==> config.mk <==
export PLATFORM = sky130hd
export DESIGN_NAME = ft2232_rx_deframer
export DESIGN_NICKNAME = d
export VERILOG_FILES = /design/src/rtl/ft2232_rx_deframer.sv
export SDC_FILE = /design/constraint.sdc
export NUM_CORES = 1
export LEC_CHECK = 0
export CAP_MARGIN = 40
export CORE_ASPECT_RATIO = 0.7
export CORE_MARGIN = 1
export CORE_UTILIZATION = 30
export DETAILED_ROUTE_END_ITERATION = 7
export DONT_BUFFER_PORTS = 1
export PLACE_DENSITY = 0.46
export REMOVE_ABC_BUFFERS = 1
export SLEW_MARGIN = 40
export SYNTH_ARGS = -nofsm -noshare
export SYNTH_HDL_FRONTEND = slang
export SYNTH_SLANG_ARGS = --single-unit
export TNS_END_PERCENT = 30
==> constraint.sdc <==
create_clock -name clk_i -period 2.3 [get_ports clk_i]
set_input_delay 0.345 -clock clk_i [delete_from_list [all_inputs] [get_ports clk_i]]
set_output_delay 0.345 -clock clk_i [all_outputs]
set_load 0.02 [all_outputs]
==> src/rtl/ft2232_rx_deframer.sv <==
// ---------------------------------------------------------------------------
// ft2232_rx_deframer
//
// Pulls bytes from the FT2232 IN FIFO (one-cycle read latency), hunts for
// SYNC_BYTE, reads a LEN byte (1..255) and forwards LEN payload bytes
// through a single-entry valid/ready output register tagged with sof/eof.
// Frames with LEN=0 are rejected. Rejections are counted in a saturating
// 8-bit counter.
//
// Optional feature: define FT_RX_CHECKSUM_EN to expect a trailing CHK byte.
// With the checksum enabled, LEN + payload + CHK must sum to 8'h00 modulo 256
// for the frame to be accepted.
//
// Ports
//   clk_i               clock, shared with the IN FIFO read side
//   reset_i             asynchronous active-high reset
//   rd_in_fifo_en_o     IN FIFO read enable
//   rd_in_fifo_data_i   IN FIFO read data, valid the cycle after a read
//   rd_in_fifo_empty_i  IN FIFO empty flag
//   payload_valid_o     payload byte available
//   payload_data_o      payload byte
//   payload_sof_o       first payload byte of a frame
//   payload_eof_o       last payload byte of a frame
//   payload_ready_i     consumer accepts the byte
//   frame_ok_o          one-cycle pulse: frame completed and valid
//   frame_err_o         one-cycle pulse: frame rejected
//   err_count_o         saturating count of rejected frames
// ---------------------------------------------------------------------------
module ft2232_rx_deframer #(
    parameter logic [7:0] SYNC_BYTE = 8'hA5
) (
    input  logic       clk_i,
    input  logic       reset_i,
    output logic       rd_in_fifo_en_o,
    input  logic [7:0] rd_in_fifo_data_i,
    input  logic       rd_in_fifo_empty_i,
    output logic       payload_valid_o,
    output logic [7:0] payload_data_o,
    output logic       payload_sof_o,
    output logic       payload_eof_o,
    input  logic       payload_ready_i,
    output logic       frame_ok_o,
    output logic       frame_err_o,
    output logic [7:0] err_count_o
);

    typedef enum logic [1:0] {
        ST_HUNT,
        ST_LEN,
        ST_PAYLOAD
`ifdef FT_RX_CHECKSUM_EN
        , ST_CHK
`endif
    } state_t;

    state_t     state_q, state_d;
    logic       rd_pending_q;     // a read was issued last cycle; data arrives now
    logic [7:0] remain_q, remain_d;
    logic       first_q, first_d; // next payload byte is the first of the frame
    logic       load_out;
    logic       err_d;
    logic       xfer;
    logic [7:0] rx_byte;

`ifdef FT_RX_CHECKSUM_EN
    logic [7:0] acc_q, acc_d;
    logic [7:0] chk_sum;
    logic       ok_d, frame_ok_q;
`endif

    assign rx_byte = rd_in_fifo_data_i;
    assign xfer    = payload_valid_o & payload_ready_i;

    // Only one read in flight, and only when the captured byte has a free
    // slot: the output register is either empty or draining this cycle.
    // Since a capture is the only thing that fills the register, the slot is
    // guaranteed free when the byte lands, so back-pressure never drops data.
    assign rd_in_fifo_en_o = ~reset_i & ~rd_in_fifo_empty_i & ~rd_pending_q
                           & (~payload_valid_o | payload_ready_i);

`ifdef FT_RX_CHECKSUM_EN
    assign chk_sum    = acc_q + rx_byte;
    assign frame_ok_o = frame_ok_q;
`else
    // Without a CHK byte the frame completes when its eof byte is accepted.
    assign frame_ok_o = xfer & payload_eof_o;
`endif

    // NOTE: every signal assigned here gets a default first so that no path
    // leaves it unassigned, which would otherwise infer a latch.
    always_comb begin
        state_d  = state_q;
        remain_d = remain_q;
        first_d  = first_q;
        load_out = 1'b0;
        err_d    = 1'b0;
`ifdef FT_RX_CHECKSUM_EN
        ok_d     = 1'b0;
        acc_d    = (state_q == ST_HUNT) ? 8'h00 : acc_q;
`endif
        if (rd_pending_q) begin
            case (state_q)
                ST_HUNT: begin
                    if (rx_byte == SYNC_BYTE) state_d = ST_LEN;
                end
                ST_LEN: begin
                    if (rx_byte == 8'h00) begin
                        err_d   = 1'b1;
                        state_d = ST_HUNT;
                    end else begin
                        remain_d = rx_byte;
                        first_d  = 1'b1;
                        state_d  = ST_PAYLOAD;
`ifdef FT_RX_CHECKSUM_EN
                        acc_d    = acc_q + rx_byte;
`endif
                    end
                end
                ST_PAYLOAD: begin
                    load_out = 1'b1;
                    first_d  = 1'b0;
                    remain_d = remain_q - 8'd1;
`ifdef FT_RX_CHECKSUM_EN
                    acc_d    = acc_q + rx_byte;
                    if (remain_q == 8'd1) state_d = ST_CHK;
`else
                    if (remain_q == 8'd1) state_d = ST_HUNT;
`endif
                end
`ifdef FT_RX_CHECKSUM_EN
                ST_CHK: begin
                    if (chk_sum == 8'h00) ok_d = 1'b1;
                    else                  err_d = 1'b1;
                    state_d = ST_HUNT;
                end
`endif
                default: state_d = ST_HUNT;
            endcase
        end
    end

    // NOTE: state is updated with non-blocking assignments so every register
    // samples the pre-edge values regardless of evaluation order.
    always_ff @(posedge clk_i or posedge reset_i) begin
        if (reset_i) begin
            state_q         <= ST_HUNT;
            rd_pending_q    <= 1'b0;
            remain_q        <= 8'h00;
            first_q         <= 1'b0;
            payload_valid_o <= 1'b0;
            payload_data_o  <= 8'h00;
            payload_sof_o   <= 1'b0;
            payload_eof_o   <= 1'b0;
            frame_err_o     <= 1'b0;
            err_count_o     <= 8'h00;
`ifdef FT_RX_CHECKSUM_EN
            acc_q           <= 8'h00;
            frame_ok_q      <= 1'b0;
`endif
        end else begin
            state_q      <= state_d;
            rd_pending_q <= rd_in_fifo_en_o;
            remain_q     <= remain_d;
            first_q      <= first_d;
            frame_err_o  <= err_d;
            if (err_d && (err_count_o != 8'hFF)) err_count_o <= err_count_o + 8'd1;
`ifdef FT_RX_CHECKSUM_EN
            acc_q      <= acc_d;
            frame_ok_q <= ok_d;
`endif
            if (load_out) begin
                payload_valid_o <= 1'b1;
                payload_data_o  <= rx_byte;
                payload_sof_o   <= first_q;
                payload_eof_o   <= (remain_q == 8'd1);
            end else if (xfer) begin
                payload_valid_o <= 1'b0;
                payload_sof_o   <= 1'b0;
                payload_eof_o   <= 1'b0;
            end
        end
    end

endmodule

==> flow_summary.html, run 1 <==
<table>
<tr><th>Metric</th><th>Value</th></tr>
<tr><th colspan="2">Status</th></tr>
<tr><td>Result of the run</td><td>completed</td></tr>
<tr><th colspan="2">Logic synthesis</th></tr>
<tr><td>Fraction of synthesis flops using an asynchronous set or reset pin</td><td>1.00</td></tr>
<tr><td>Post-synth top area cell</td><td>sky130_fd_sc_hd__dfrtp_1</td></tr>
<tr><td>Leading cell types by count after synthesis</td><td>sky130_fd_sc_hd__dfrtp_1 (32), sky130_fd_sc_hd__nand2_1 (32), sky130_fd_sc_hd__nand3_1 (9), sky130_fd_sc_hd__inv_1 (8)</td></tr>
<tr><td>Count of flip-flops with a built-in enable after synthesis</td><td>0</td></tr>
<tr><td>Synthesized area divided by synthesized cell count</td><td>~9.7 um2</td></tr>
<tr><td>Count of cell types in the netlist</td><td>39</td></tr>
<tr><td>Dominant register cell in the synthesized netlist</td><td>sky130_fd_sc_hd__dfrtp_1</td></tr>
<tr><td>Largest cells by area after synthesis</td><td>sky130_fd_sc_hd__dfrtp_1 (51%), sky130_fd_sc_hd__nand2_1 (7.6%), sky130_fd_sc_hd__xor2_1 (3.3%)</td></tr>
<tr><td>Top cell type's share of synthesized area</td><td>0.507</td></tr>
<tr><td>Proportion of synthesized chip area in sequential cells</td><td>0.507</td></tr>
<tr><td>Yosys warning count</td><td>0</td></tr>
<tr><td>Synthesized area</td><td>~1600 um2</td></tr>
<tr><td>Register bit count reported by yosys</td><td>32</td></tr>
<tr><td>Number of cells produced by synthesis</td><td>approximately 160</td></tr>
<tr><th colspan="2">Floorplan</th></tr>
<tr><td>Vertical extent of the die</td><td>62.7 um</td></tr>
<tr><td>Total number of placement rows</td><td>21</td></tr>
<tr><td>Die Wd</td><td>about 89 um</td></tr>
<tr><td>Overall die area</td><td>approximately 5600 um2</td></tr>
<tr><td>Core area</td><td>4910 um2</td></tr>
<tr><td>Initial cell density of the core</td><td>0.322</td></tr>
<tr><td>Number of top-level pins</td><td>34</td></tr>
<tr><th colspan="2">Placement</th></tr>
<tr><td>Dpl hpwl</td><td>~2.7 mm</td></tr>
<tr><td>Number of buffer cells added on primary ports</td><td>0</td></tr>
<tr><td>Placed cell areas</td><td>around 1700 um2</td></tr>
<tr><td>Final estimated routing congestion in global placement</td><td>approximately 0.75</td></tr>
<tr><th colspan="2">Critical path</th></tr>
<tr><td>Startpoint Class</td><td>flip-flop</td></tr>
<tr><td>Required @ worst endpoint</td><td>roughly 2.5 ns</td></tr>
<tr><td>Critical path endpoint category</td><td>flip-flop</td></tr>
<tr><td>Crit path DAT</td><td>around 1.9 ns</td></tr>
<tr><td>Maximum fanout along the worst path</td><td>10</td></tr>
<tr><td>Classification of the worst setup path</td><td>reg2reg</td></tr>
<tr><td>Worst reg-to-reg path cell count</td><td>4</td></tr>
<tr><th colspan="2">Clocking</th></tr>
<tr><td>Number of buffers inserted during clock tree synthesis</td><td>5</td></tr>
<tr><td>CTS tree</td><td>done</td></tr>
<tr><td>Skew-Pair Late Insertion Delay</td><td>about 0.28 ns</td></tr>
<tr><td>Number of resized instances in the post-cts repair step</td><td>0</td></tr>
<tr><td>Sink Count</td><td>32</td></tr>
<tr><td>Clock Root Buffer</td><td>sky130_fd_sc_hd__clkbuf_8</td></tr>
<tr><td>H-tree level count</td><td>2</td></tr>
<tr><td>Maximum number of buffers from clock root to sink</td><td>2</td></tr>
<tr><td>Clock slew at reported path FFs</td><td>around 0.06 ns</td></tr>
<tr><th colspan="2">Layout</th></tr>
<tr><td>Number of fill cells</td><td>between 500 and 600</td></tr>
<tr><td>Sequential cell area</td><td>801 um2</td></tr>
<tr><td>Antenna Diode Count</td><td>0</td></tr>
<tr><td>Net count reported at finish</td><td>~180</td></tr>
<tr><td>Post-Layout Inst Area</td><td>1760 um2</td></tr>
<tr><td>Area taken by multi-input logic gates</td><td>~720 um2</td></tr>
<tr><td>Proportion of layout cells with a drive suffix above 1</td><td>0.101</td></tr>
<tr><td>Area growth, synth to finish</td><td>11.4%</td></tr>
<tr><th colspan="2">Drt</th></tr>
<tr><td>Wirelength per Cell</td><td>~15 um</td></tr>
<tr><td>Number of nets still failing antenna checks after routing</td><td>0</td></tr>
<tr><td>Count of TritonRoute iterations in the first routing pass</td><td>4</td></tr>
<tr><td>Via Count</td><td>1219</td></tr>
<tr><td>DRC violation count after routing</td><td>0</td></tr>
<tr><td>Final Routed Wirelength</td><td>3.65 mm</td></tr>
<tr><td>Violation count after the first detailed-routing iteration</td><td>75</td></tr>
<tr><td>Post-detailed-route via-to-cell ratio</td><td>between 5 and 6</td></tr>
<tr><th colspan="2">Pwr</th></tr>
<tr><td>Maximum resistive drop on vdd</td><td>0.314 mV</td></tr>
<tr><td>Clock power frac</td><td>0.310</td></tr>
<tr><td>Switching power of the nets</td><td>0.446 mW</td></tr>
<tr><td>Internal</td><td>between 1 and 1.5 mW</td></tr>
<tr><td>Switching part of the total</td><td>0.302</td></tr>
<tr><td>Sequential Power Share</td><td>0.535</td></tr>
<tr><td>Combinational share of power</td><td>0.156</td></tr>
<tr><td>Pleak</td><td>roughly 0.79 nW</td></tr>
<tr><td>Cell Pwr Density</td><td>839 nW/um2</td></tr>
<tr><th colspan="2">Global route</th></tr>
<tr><td>Via count of the first global-routing pass</td><td>~1.2k</td></tr>
<tr><td>First-pass GRT wire length</td><td>roughly 6.2 mm</td></tr>
<tr><td>Largest net degree at the start of global routing</td><td>31</td></tr>
<tr><td>Remaining global-route overflow</td><td>0</td></tr>
<tr><td>Initial antenna violation count</td><td>0</td></tr>
<tr><td>Tot GR Track Use</td><td>0.150</td></tr>
<tr><th colspan="2">STA</th></tr>
<tr><td>Crit path time final</td><td>approximately 1.8 ns</td></tr>
<tr><td>Slew at the pin closest to its max-slew limit</td><td>slightly above 0.6 ns</td></tr>
<tr><td>Setup TNS</td><td>0 ns</td></tr>
<tr><td>Tcrit/Tclk final</td><td>0.776</td></tr>
<tr><td>RSZ-0062 raised after global routing</td><td>no</td></tr>
<tr><td>Slew Limit Headroom</td><td>0.598</td></tr>
<tr><td>Setup Skew</td><td>0.00309 ns</td></tr>
<tr><td>Hold violation count in the final report</td><td>0</td></tr>
<tr><td>Maximum clock frequency</td><td>0.560 GHz</td></tr>
<tr><td>Min Hold Slack</td><td>approximately 0.18 ns</td></tr>
<tr><td>Count of final setup violators</td><td>0</td></tr>
<tr><td>Number of max-slew violations in the final report</td><td>0</td></tr>
<tr><th colspan="2">Min path</th></tr>
<tr><td>Number of cells traversed by the worst hold path</td><td>2</td></tr>
<tr><td>Class of the worst hold path</td><td>in2reg</td></tr>
<tr><th colspan="2">Flow run</th></tr>
<tr><td>Maxcap violations</td><td>0</td></tr>
</table>
-- flip-flops by register name, indices dropped and copies added (netlist names) --
signal	count
err_count_o	8
first_q	1
frame_err_o	1
payload_data_o	8
payload_eof_o	1
payload_sof_o	1
payload_valid_o	1
rd_pending_q	1
remain_q	8
state_q	2
-- stage by stage --
stage / setup WS (ns) / power, mW / cells / utilization
after CTS: 0.527 / 1.50 / 237 / 0.358
after global placement: 0.574 / 1.03 / 229 / 0.337
after detailed placement: 0.538 / 1.03 / 229 / 0.337
after floorplan: 0.659 / 0.957 / 158 / -
final: 0.515 / 1.48 / 237 / 0.358
after global routing: 0.395 / 1.58 / 237 / 0.358
-- placed cells by master, fill, tap and decap left out, types with 3 or more instances in the layout --
master and instances:
sky130_fd_sc_hd__a21oi_1 6, sky130_fd_sc_hd__inv_1 8, sky130_fd_sc_hd__clkbuf_8 7, sky130_fd_sc_hd__nor3b_1 3, sky130_fd_sc_hd__nand3_1 9, sky130_fd_sc_hd__nor2_1 7
sky130_fd_sc_hd__xor2_1 6, sky130_fd_sc_hd__o21ai_0 7, sky130_fd_sc_hd__nor4_1 4, sky130_fd_sc_hd__nor3_1 5, sky130_fd_sc_hd__dfrtp_1 32, sky130_fd_sc_hd__ha_1 3
sky130_fd_sc_hd__nor2b_1 3, sky130_fd_sc_hd__nand2_1 32, sky130_fd_sc_hd__a31oi_1 3
-- layer usage --
| metal | GRT usage | part of all wire | vias up |
|---|---|---|---|
| li1 | - | - | 590 |
| met1 | 0.217 | 0.51 | 587 |
| met2 | 0.195 | 0.40 | 37 |
| met3 | 0.0661 | 0.080 | 5 |
| met4 | 0.0544 | 0.011 | 0 |
| met5 | 0 | 0 | - |
-- cell families (layout without fill, tap and decap cells) --
family | count (synthesis) | in the layout | share of synthesized area
adder cells (fa/ha/maj) | 3 | 3 | 0.0238
AO/OA/AOI/OAI | 27 | 27 | 0.117
flip-flops | 32 | 32 | 0.507
buffers and inverters | 13 | 18 | 0.0364
XOR/XNOR | 6 | 6 | 0.0333
multiplexers | 2 | 2 | 0.0135
AND/OR/NAND/NOR | 80 | 80 | 0.269
-- power groups by stage --
stage                     Sequential, mW  Clock [mW]  Combinational [mW]
after floorplan                    0.771           0               0.186
after global placement             0.798           0               0.229
after detailed placement           0.796           0               0.232
after CTS                          0.789       0.474               0.232
after global routing               0.809       0.506               0.266
final                              0.789       0.457               0.230
-- path summary, 6_finish.rpt --
kind	from	to	slack, ns
setup / recovery	rd_pending_q	err_count_o[1]	0.51
hold / removal	rd_in_fifo_data_i[3]	payload_data_o[3]	0.18
setup reg to reg	rd_pending_q	err_count_o[1]	0.51
hold reg to reg	first_q	first_q	0.49
max in group asynchronous	reset_i	payload_data_o[7]	1.36
min in group asynchronous	reset_i	frame_err_o	0.37
-- repair_timing --
action                    4_1_cts  5_1_grt
setup buffers                   0        0
hold endpoints to repair        2        0
hold buffers                    1        0
-- critical path, cell delays in order, from the launching register on --
cell and delay, ns:
sky130_fd_sc_hd__dfrtp_1 0.53, sky130_fd_sc_hd__and3b_1 0.33, sky130_fd_sc_hd__nand3_2 0.22, sky130_fd_sc_hd__nor2_1 0.24, sky130_fd_sc_hd__mux2_2 0.36
-- final cells by class --
type,count,share of cell area
clock buffers,7,0.0547
inverters,8,0.0171
multi-input cells,118,0.410
flip-flops and latches,32,0.455
well taps,69,0.0490
repair buffers,3,0.0142
Power figures use the tool's default switching activity.
==> run 2, diff against run 1 <==
--- a/config.mk
+++ b/config.mk
@@ -11,7 +11,7 @@
 export CORE_UTILIZATION = 30
 export DETAILED_ROUTE_END_ITERATION = 7
 export DONT_BUFFER_PORTS = 1
-export PLACE_DENSITY = 0.46
+export PLACE_DENSITY = 0.47
 export REMOVE_ABC_BUFFERS = 1
 export SLEW_MARGIN = 40
 export SYNTH_ARGS = -nofsm -noshare
==> constraint.sdc (replaced) <==
create_clock -name clk_i -period 1.6 [get_ports clk_i]
set_input_delay 0.24 -clock clk_i [delete_from_list [all_inputs] [get_ports clk_i]]
set_output_delay 0.24 -clock clk_i [all_outputs]
set_load 0.02 [all_outputs]
==> flow_summary.html, run 2 (synthesized netlist as in run 1, its figures left out) <==
<table>
<tr><th>Metric</th><th>Value</th></tr>
<tr><th colspan="2">Global route</th></tr>
<tr><td>Remaining global-route overflow</td><td>0</td></tr>
<tr><td>Tot GR Track Use</td><td>0.157</td></tr>
<tr><td>First-pass GRT wire length</td><td>~6.5 mm</td></tr>
<tr><td>Via count of the first global-routing pass</td><td>between 1k and 1.5k</td></tr>
<tr><td>Largest net degree at the start of global routing</td><td>33</td></tr>
<tr><td>Initial antenna violation count</td><td>0</td></tr>
<tr><th colspan="2">Critical path</th></tr>
<tr><td>Cell breakdown of the critical path</td><td>and4_1, and4_1, nor4_1, xor2_1</td></tr>
<tr><td>Slowest cell on crit path</td><td>sky130_fd_sc_hd__dfrtp_1</td></tr>
<tr><td>CP most frequent cell</td><td>sky130_fd_sc_hd__and4_1</td></tr>
<tr><td>Maximum fanout along the worst path</td><td>6</td></tr>
<tr><td>Biggest cell delay along the critical path</td><td>approximately 0.38 ns</td></tr>
<tr><td>Classification of the worst setup path</td><td>reg2reg</td></tr>
<tr><td>Startpoint Class</td><td>flip-flop</td></tr>
<tr><td>Critical path endpoint category</td><td>flip-flop</td></tr>
<tr><td>Required @ worst endpoint</td><td>1.80 ns</td></tr>
<tr><td>Crit path DAT</td><td>roughly 1.7 ns</td></tr>
<tr><th colspan="2">Clocking</th></tr>
<tr><td>CTS tree</td><td>done</td></tr>
<tr><td>Clock slew at reported path FFs</td><td>about 0.07 ns</td></tr>
<tr><td>Clock Root Buffer</td><td>sky130_fd_sc_hd__clkbuf_8</td></tr>
<tr><td>Sink Count</td><td>32</td></tr>
<tr><td>Number of buffers inserted by post-CTS setup repair</td><td>0</td></tr>
<tr><td>Maximum number of buffers from clock root to sink</td><td>2</td></tr>
<tr><td>Skew-Pair Late Insertion Delay</td><td>0.28 ns</td></tr>
<tr><td>Number of buffers inserted during clock tree synthesis</td><td>5</td></tr>
<tr><td>H-tree level count</td><td>2</td></tr>
<tr><th colspan="2">Flow run</th></tr>
<tr><td>Maxcap violations</td><td>0</td></tr>
<tr><th colspan="2">Floorplan</th></tr>
<tr><td>Die Wd</td><td>88.7 um</td></tr>
<tr><td>Number of top-level pins</td><td>34</td></tr>
<tr><td>Vertical extent of the die</td><td>62.7 um</td></tr>
<tr><td>Initial cell density of the core</td><td>0.322</td></tr>
<tr><td>Core area</td><td>approximately 4900 um2</td></tr>
<tr><td>Overall die area</td><td>5570 um2</td></tr>
<tr><td>Total number of placement rows</td><td>21</td></tr>
<tr><th colspan="2">STA</th></tr>
<tr><td>Hold violation count in the final report</td><td>0</td></tr>
<tr><td>Slew Limit Headroom</td><td>0.729</td></tr>
<tr><td>Count of final setup violators</td><td>0</td></tr>
<tr><td>Min Hold Slack</td><td>approximately 0.032 ns</td></tr>
<tr><td>Slew at the pin closest to its max-slew limit</td><td>between 0.4 and 0.5 ns</td></tr>
<tr><td>RSZ-0062 raised after global routing</td><td>yes</td></tr>
<tr><td>Crit path time final</td><td>1.53 ns</td></tr>
<tr><td>Tcrit/Tclk final</td><td>0.953</td></tr>
<tr><td>Number of max-slew violations in the final report</td><td>0</td></tr>
<tr><td>Maximum clock frequency</td><td>0.656 GHz</td></tr>
<tr><td>Setup Skew</td><td>about 0.0076 ns</td></tr>
<tr><th colspan="2">Drt</th></tr>
<tr><td>Violation count after the first detailed-routing iteration</td><td>63</td></tr>
<tr><td>DRC violation count after routing</td><td>0</td></tr>
<tr><td>Post-detailed-route via-to-cell ratio</td><td>4.97</td></tr>
<tr><td>Count of TritonRoute iterations in the first routing pass</td><td>4</td></tr>
<tr><td>Number of nets still failing antenna checks after routing</td><td>0</td></tr>
<tr><td>Via Count</td><td>1306</td></tr>
<tr><td>Final Routed Wirelength</td><td>around 3.8 mm</td></tr>
<tr><td>Wirelength per Cell</td><td>approximately 15 um</td></tr>
<tr><th colspan="2">Placement</th></tr>
<tr><td>Final estimated routing congestion in global placement</td><td>between 0.8 and 0.9</td></tr>
<tr><td>Dpl hpwl</td><td>roughly 3.0 mm</td></tr>
<tr><td>Number of buffer cells added on primary ports</td><td>0</td></tr>
<tr><th colspan="2">Min path</th></tr>
<tr><td>Class of the worst hold path</td><td>in2reg</td></tr>
<tr><th colspan="2">Layout</th></tr>
<tr><td>Proportion of layout cells with a drive suffix above 1</td><td>0.227</td></tr>
<tr><td>Area growth, synth to finish</td><td>24.8%</td></tr>
<tr><td>Antenna Diode Count</td><td>0</td></tr>
<tr><td>Most frequent cells in the layout</td><td>sky130_fd_sc_hd__nand2_1 (32), sky130_fd_sc_hd__dfrtp_1 (32), sky130_fd_sc_hd__buf_4 (27)</td></tr>
<tr><td>Utilization of the core after routing</td><td>0.401</td></tr>
<tr><td>Biggest regs</td><td>err_count_o: 8 flops, payload_data_o: 8 flops, remain_q: 8 flops</td></tr>
<tr><td>Net count reported at finish</td><td>208</td></tr>
<tr><th colspan="2">Pwr</th></tr>
<tr><td>Cell Pwr Density</td><td>around 1200 nW/um2</td></tr>
<tr><td>Pleak</td><td>slightly above 0.9 nW</td></tr>
<tr><td>Maximum resistive drop on vdd</td><td>0.589 mV</td></tr>
<tr><th colspan="2">Status</th></tr>
<tr><td>Result of the run</td><td>completed</td></tr>
</table>
==> run 2: cell type report <==
type	instances	area, um2
fillers	492	2940
flip-flops and latches	32	801
multi-input cells	118	734
repair buffers	28	213
well taps	69	86.3
clock buffers	6	72.6
clock inverters	2	35.0
inverters	8	30.0
==> run 2: where the power goes <==
group          switching (mW)  internal, mW  leakage [nW]
Clock                   0.288         0.462        0.0552
Combinational           0.206         0.197         0.467
Sequential              0.173         0.946         0.405
Total                   0.667          1.60         0.927
==> run 2: path summary, 6_finish.rpt <==
check	from	endpoint	slack, ns	cells after the start
min in group asynchronous	reset_i	payload_valid_o	0.50	3
worst max-delay path	err_count_o[5]	err_count_o[7]	0.07	4
worst min register to register	first_q	first_q	0.49	2
worst max register to register	err_count_o[5]	err_count_o[7]	0.07	4
max in group asynchronous	reset_i	remain_q[5]	0.80	3
worst min-delay path	rd_in_fifo_empty_i	rd_pending_q	0.03	1
==> run 2: critical path: cells and delay by family (launching register included) <==
kind / cells / cell delay, ns
and+or+nand+nor: 3 / 0.91
DFF: 1 / 0.38
xor gates and xnor gates: 1 / 0.17
==> run 2: per-stage QoR <==
stage / setup slack [ns] / instances / setup TNS [ns] / cell area, um2 / power, mW
2_1_floorplan: 0.0204 / 158 / 0 / 1550 / 1.38
3_3_place_gp: 0.0697 / 254 / 0 / 1840 / 1.53
3_5_place_dp: 0.0498 / 254 / 0 / 1840 / 1.53
4_1_cts: 0.0425 / 263 / 0 / 1960 / 2.31
5_1_grt: -0.0114 / 263 / -0.0150 / 1970 / 2.43
6_report: 0.0747 / 263 / 0 / 1970 / 2.27
==> run 2: layer usage <==
layer,global-route usage,share of wire,up-vias,wire length (um)
li1,-,-,642,-
met1,0.232,0.50,631,1900
met2,0.217,0.43,31,1660
met3,0.0555,0.066,2,252
met4,0.0363,0.0047,0,18
met5,0,0,-,0
==> run 2: what timing repair did <==
item	4_1_cts	5_1_grt
hold buffers	1	0
resized for setup	0	2
setup endpoints to repair	0	2
endpoints found under the hold margin	32	0
==> run 3, diff against run 2 <==
--- a/config.mk
+++ b/config.mk
@@ -11,6 +11,7 @@
 export CORE_UTILIZATION = 30
 export DETAILED_ROUTE_END_ITERATION = 7
 export DONT_BUFFER_PORTS = 1
+export MAX_ROUTING_LAYER = met4
 export PLACE_DENSITY = 0.47
 export REMOVE_ABC_BUFFERS = 1
 export SLEW_MARGIN = 40
==> flow_summary.html, run 3 (synthesized netlist as in run 1, its figures left out) <==
<table>
<tr><th>Metric</th><th>Value</th></tr>
<tr><th colspan="2">Status</th></tr>
<tr><td>Result of the run</td><td>completed</td></tr>
<tr><th colspan="2">Global route</th></tr>
<tr><td>Initial antenna violation count</td><td>0</td></tr>
<tr><td>Met2 Usage GRT</td><td>0.216</td></tr>
<tr><td>Via count of the first global-routing pass</td><td>1302</td></tr>
<tr><td>Largest net degree at the start of global routing</td><td>33</td></tr>
<tr><td>Remaining global-route overflow</td><td>0</td></tr>
<tr><td>Busiest grt layer</td><td>met1</td></tr>
<tr><td>GRT met3 Usage</td><td>0.0542</td></tr>
<tr><td>First-pass GRT wire length</td><td>roughly 6.5 mm</td></tr>
<tr><td>Tot GR Track Use</td><td>0.162</td></tr>
<tr><td>Met1 GRT Util</td><td>0.235</td></tr>
<tr><th colspan="2">Layout</th></tr>
<tr><td>Antenna Diode Count</td><td>0</td></tr>
<tr><td>Area growth, synth to finish</td><td>24.8%</td></tr>
<tr><td>Proportion of layout cells with a drive suffix above 1</td><td>0.227</td></tr>
<tr><td>Post-Layout Inst Area</td><td>1970 um2</td></tr>
<tr><td>Most frequent cells in the layout</td><td>sky130_fd_sc_hd__nand2_1 (32), sky130_fd_sc_hd__dfrtp_1 (32), sky130_fd_sc_hd__buf_4 (27)</td></tr>
<tr><td>Post-Layout Cell Count</td><td>between 200 and 300</td></tr>
<tr><td>Biggest regs</td><td>err_count_o: 8 flops, payload_data_o: 8 flops, remain_q: 8 flops</td></tr>
<tr><td>Net count reported at finish</td><td>roughly 210</td></tr>
<tr><th colspan="2">Critical path</th></tr>
<tr><td>Startpoint Class</td><td>flip-flop</td></tr>
<tr><td>Critical path capture point</td><td>err_count_o[7]</td></tr>
<tr><td>Critical R2R Capture</td><td>err_count_o[7]</td></tr>
<tr><td>Cell breakdown of the critical path</td><td>and4_1, and4_1, nor4_1, xor2_1</td></tr>
<tr><td>Crit path DAT</td><td>between 1.5 and 2 ns</td></tr>
<tr><td>Critical path endpoint category</td><td>flip-flop</td></tr>
<tr><td>Biggest cell delay along the critical path</td><td>0.38 ns</td></tr>
<tr><td>Maximum fanout along the worst path</td><td>6</td></tr>
<tr><td>CP most frequent cell</td><td>sky130_fd_sc_hd__and4_1</td></tr>
<tr><td>Required @ worst endpoint</td><td>roughly 1.8 ns</td></tr>
<tr><td>Classification of the worst setup path</td><td>reg2reg</td></tr>
<tr><td>Worst r2r src</td><td>err_count_o[5]</td></tr>
<tr><td>Worst reg-to-reg path cell count</td><td>4</td></tr>
<tr><td>Slowest cell on crit path</td><td>sky130_fd_sc_hd__dfrtp_1</td></tr>
<tr><td>Crit path from</td><td>err_count_o[5]</td></tr>
<tr><td>Worst reg-to-reg setup slack</td><td>0.07 ns</td></tr>
<tr><th colspan="2">Drt</th></tr>
<tr><td>Count of TritonRoute iterations in the first routing pass</td><td>4</td></tr>
<tr><td>Via Count</td><td>roughly 1.3k</td></tr>
<tr><td>Final Routed Wirelength</td><td>around 3.8 mm</td></tr>
<tr><td>Post-detailed-route via-to-cell ratio</td><td>between 4 and 5</td></tr>
<tr><td>Wirelength per Cell</td><td>roughly 15 um</td></tr>
<tr><td>Violation count after the first detailed-routing iteration</td><td>65</td></tr>
<tr><td>DRC violation count after routing</td><td>0</td></tr>
<tr><td>Number of nets still failing antenna checks after routing</td><td>0</td></tr>
<tr><th colspan="2">Pwr</th></tr>
<tr><td>Pleak</td><td>0.927 nW</td></tr>
<tr><td>Sequential Power Share</td><td>0.492</td></tr>
<tr><td>Power, Total</td><td>~2.3 mW</td></tr>
<tr><td>Switching part of the total</td><td>0.294</td></tr>
<tr><td>Clock power frac</td><td>0.330</td></tr>
<tr><td>Cell Pwr Density</td><td>~1200 nW/um2</td></tr>
<tr><td>Switching power of the nets</td><td>0.667 mW</td></tr>
<tr><td>Internal</td><td>1.60 mW</td></tr>
<tr><td>Combinational share of power</td><td>0.178</td></tr>
<tr><td>Maximum resistive drop on vdd</td><td>around 0.59 mV</td></tr>
<tr><th colspan="2">STA</th></tr>
<tr><td>Number of max-slew violations in the final report</td><td>0</td></tr>
<tr><td>Setup TNS</td><td>0 ns</td></tr>
<tr><td>Crit path time final</td><td>between 1.5 and 2 ns</td></tr>
<tr><td>Slew at the pin closest to its max-slew limit</td><td>0.408 ns</td></tr>
<tr><td>Slew Limit Headroom</td><td>0.728</td></tr>
<tr><td>Tcrit/Tclk final</td><td>0.953</td></tr>
<tr><td>Final WS setup</td><td>approximately 0.075 ns</td></tr>
<tr><td>RSZ-0062 raised after global routing</td><td>yes</td></tr>
<tr><td>Count of final setup violators</td><td>0</td></tr>
<tr><td>Setup Skew</td><td>about 0.0076 ns</td></tr>
<tr><td>Hold violation count in the final report</td><td>0</td></tr>
<tr><td>Maximum clock frequency</td><td>roughly 0.66 GHz</td></tr>
<tr><th colspan="2">Flow run</th></tr>
<tr><td>Maxcap violations</td><td>0</td></tr>
<tr><th colspan="2">Placement</th></tr>
<tr><td>Number of buffer cells added on primary ports</td><td>0</td></tr>
<tr><td>Cell count after placement</td><td>between 200 and 300</td></tr>
<tr><td>Final estimated routing congestion in global placement</td><td>0.872</td></tr>
<tr><td>Placed cell areas</td><td>1840 um2</td></tr>
<tr><td>Pre-CTS worst setup slack</td><td>around 0.050 ns</td></tr>
<tr><td>Dpl hpwl</td><td>3.00 mm</td></tr>
<tr><th colspan="2">Floorplan</th></tr>
<tr><td>Overall die area</td><td>5570 um2</td></tr>
<tr><td>Total number of placement rows</td><td>21</td></tr>
<tr><td>Initial cell density of the core</td><td>0.322</td></tr>
<tr><td>Core area</td><td>4910 um2</td></tr>
<tr><td>Die Wd</td><td>88.7 um</td></tr>
<tr><td>Vertical extent of the die</td><td>approximately 63 um</td></tr>
<tr><td>Number of top-level pins</td><td>34</td></tr>
<tr><th colspan="2">Clocking</th></tr>
<tr><td>Clock slew at reported path FFs</td><td>0.07 ns</td></tr>
<tr><td>Skew-Pair Late Insertion Delay</td><td>between 0.2 and 0.3 ns</td></tr>
<tr><td>H-tree level count</td><td>2</td></tr>
<tr><td>Maximum number of buffers from clock root to sink</td><td>2</td></tr>
<tr><td>CTS tree</td><td>done</td></tr>
<tr><td>Sink Count</td><td>32</td></tr>
<tr><td>Clock Root Buffer</td><td>sky130_fd_sc_hd__clkbuf_8</td></tr>
<tr><td>Number of buffers inserted during clock tree synthesis</td><td>5</td></tr>
<tr><th colspan="2">Min path</th></tr>
<tr><td>Class of the worst hold path</td><td>in2reg</td></tr>
<tr><td>Hold Startpoint</td><td>rd_in_fifo_empty_i</td></tr>
</table>
run 3: cell counts in the layout (fill, tap and decap cells not counted):
No cell type changed its count.
run 3: worst min path at each step:
| stage | endpoint | slack [ns] | cells after the start |
|---|---|---|---|
| floorplan | payload_data_o[1] | 0.35 | 2 |
| global placement | rd_pending_q | 0.25 | 2 |
| detailed placement | payload_valid_o | 0.25 | 2 |
| CTS | rd_pending_q | 0.04 | 1 |
| global route | rd_pending_q | 0.02 | 1 |
| finish | rd_pending_q | 0.03 | 1 |
run 3: per-stage QoR:
stage	hold WS, ns	utilization
final	0.0315	0.401
after global routing	0.0160	0.401
after CTS	0.0357	0.399
after detailed placement	0.253	0.375
after global placement	0.245	0.375
after floorplan	0.345	-
run 3: area by class of cell:
cell class / count / area [um2]
fill: 492 / 2940
sequential: 32 / 801
multi-input combinational: 118 / 734
timing repair buffer: 28 / 213
tap: 69 / 86.3
clock buffer: 6 / 72.6
clock inverter: 2 / 35.0
inverter: 8 / 30.0
run 3: worst max-delay path, delay by kind of cell, from the launching register on:
family | cells | cell delay [ns]
xor+xnor | 1 | 0.17
flops | 1 | 0.38
simple gates | 3 | 0.91
run 3: what timing repair did:
item | in CTS | in global routing
endpoints found under the setup margin | 0 | 2
buffers inserted | 0 | 0
hold endpoints to repair | 32 | 0
hold buffers | 1 | 0
gates resized for setup | 0 | 2
run 3: power groups by stage:
stage	logic, mW	clock network, mW	registers (mW)
CTS	0.406	0.785	1.12
detailed placement	0.406	0	1.13
global route	0.463	0.826	1.14
floorplan	0.267	0	1.11
finish	0.403	0.750	1.12
global placement	0.399	0	1.13
run 3: per-layer routing:
metal,up-vias,part of all wire
li1,641,-
met1,635,0.50
met2,31,0.43
met3,2,0.063
met4,0,0.0047
met5,-,0
==> variant, RTL diff (config.mk and constraints of run 2) <==
The option `FT_RX_CHECKSUM_EN` is turned on by a define.
--- a/src/rtl/ft2232_rx_deframer.sv
+++ b/src/rtl/ft2232_rx_deframer.sv
@@ -26,6 +26,8 @@
 //   frame_err_o         one-cycle pulse: frame rejected
 //   err_count_o         saturating count of rejected frames
 // ---------------------------------------------------------------------------
+`define FT_RX_CHECKSUM_EN
+
 module ft2232_rx_deframer #(
     parameter logic [7:0] SYNC_BYTE = 8'hA5
 ) (
Function: changed (a bounded check fails within 10 cycles, from zero or initial values and one cycle with reset_i high).
==> variant against run 2 <==
Setup slack worse by 1.1 ns; via count is 48% higher; synthesized area is 46% higher; design area is 63% higher; power is 120% higher; routed wire length is 53% higher; the run now ends with setup timing left; sequential cell count is 9 higher; largest cell class is now multi-input gates.
==> variant: results (changes against run 2) <==
Finish
  – Antenna diodes: 0 (unchanged)
  – Fin nets: 325 (+56%)
  – Layout cells sized above 1: 0.389 (+0.162)
  – Filler cell count: 727 (+48%)

Logic synthesis
  – Fraction of registers with async set/reset: 1.00 (unchanged)
  – Yosys cell types: 44 (+13%)
  – Most common library cells after synthesis: dfrtp_1 (41), a21oi_1 (16), nand3_1 (16)
  – Seq/Total Area, Yosys: 0.445 (-0.0618)
  – Top cells by area, synth: dfrtp_1 (44%), ha_1 (7.6%), mux2_2 (4.4%), a21oi_1 (3.5%), nand3_1 (3.5%)
  – Post-Synthesis Cells: 226 (+39%)
  – Yosys warning count: 0 (unchanged)

Place
  – DP Area: 2920 sq um (+59%)
  – DP Cell Count: 382 (+50%)
  – Global placement routability congestion: 0.796 (-7.3%)
  – Number of I/O port buffers: 0 (unchanged)
  – Pre-CTS setup slack: -1.14 ns (-1.19 ns)
  – Hpwl dp: 4320 microns (+44%)

Pwr
  – Combinational logic power: 2.48 mW (+520%)
  – Peak supply drop: 624 uV (+6.0%)
  – Sw frac: 0.389 (+0.0954)
  – Clk pwr share: 0.138 (-0.192)
  – Total power: 4.98 mW (+120%)
  – Leakage: 1.41 nW (+52%)

Worst setup path
  – Worst Path Max Fanout: 6 (unchanged)
  – WP data arrival: 2.78 ns (+1.05 ns)
  – Critical path's top delay family: compound AO/OA/AOI/OAI gates
  – Crit-path max cell delay: 0.38 ns (about the same)

Clocking
  – Longest Clk Path Bufs: 2 (unchanged)
  – PostCTS Resize Cnt: 14 (+14)
  – CTS Buf Count: 5 (unchanged)
  – CTS Hold Bufs: 1 (unchanged)
  – Post-CTS Setup Inserts: 5 (+5)
  – Clock Tree Root: clkbuf_8

Timing
  – Final setup TNS: -10.73 ns (-10.73 ns)
  – Final worst slack: -1.01 ns (-1.08 ns)
  – Setup violators final: 17 (+17)
  – Slew HR: 0.604 (-0.125)
  – Clock Skews: 0.00385 ns (-0.00379 ns)

Global route
  – Largest net degree at the start of global routing: 28 (-15%)
  – Total GRT Usage: 0.159 (+0.00194)
  – First-pass GRT wire length: 9710 microns (+49%)
  – Vias in the first global route: 1,972 (+51%)

Routing
  – Post-Route WL: 5870 microns (+53%)
  – DR pass1 iterations: 4 (unchanged)
  – Routed via count: 1,932 (+48%)
  – Drt via density: 4.88 (-1.8%)
  – 1st-iter DRT viols: 55 (-13%)

Outcome
  – Status: finished with violations
  – Failing checks: setup timing
==> variant: final timing paths <==
| path | cells after the start | from | slack (ns) | endpoint |
|---|---|---|---|---|
| min reg2reg | 1 | acc_q[2]$_DFF_PP0_ | 0.50 | acc_q[2]$_DFF_PP0_ |
| max in group asynchronous | 3 | reset_i | 0.71 | remain_q[1]$_DFFE_PP0P_ |
| max | 11 | acc_q[0]$_DFF_PP0_ | -1.01 | err_count_o[6]$_DFFE_PP0P_ |
| max reg2reg | 11 | acc_q[0]$_DFF_PP0_ | -1.01 | err_count_o[6]$_DFFE_PP0P_ |
| min | 1 | rd_in_fifo_data_i[4] | 0.10 | payload_data_o[4]$_DFFE_PP0P_ |
| min in group asynchronous | 2 | reset_i | 0.40 | payload_valid_o$_DFFE_PP0P_ |
==> variant: cell type report <==
type                       instances  area [sq um]  area share
timing repair buffer              71           577       0.180
clock buffer                       7          86.3      0.0269
multi-input combinational        169          1360       0.423
tap                               98           123      0.0382
inverter                          10          37.5      0.0117
sequential                        41          1030       0.320
==> variant: layer usage <==
layer,vias up,part of all wire,GRT usage
met1,917,0.52,0.219
met4,0,0.0070,0.0365
met3,5,0.053,0.0522
met2,35,0.42,0.245
met5,-,0,0
li1,975,-,-
==> variant: logic make-up (layout without fill, tap and decap cells) <==
| group | Yosys count | count (layout) | synth area share |
|---|---|---|---|
| and+or+nand+nor | 69 | 69 | 0.159 |
| AOI/OAI and AO/OA | 63 | 63 | 0.187 |
| DFF | 41 | 41 | 0.445 |
| buffers and inverters | 16 | 88 | 0.0260 |
| adders and majority gates | 15 | 15 | 0.0846 |
| muxes | 12 | 12 | 0.0602 |
| xor gates and xnor gates | 10 | 10 | 0.0380 |
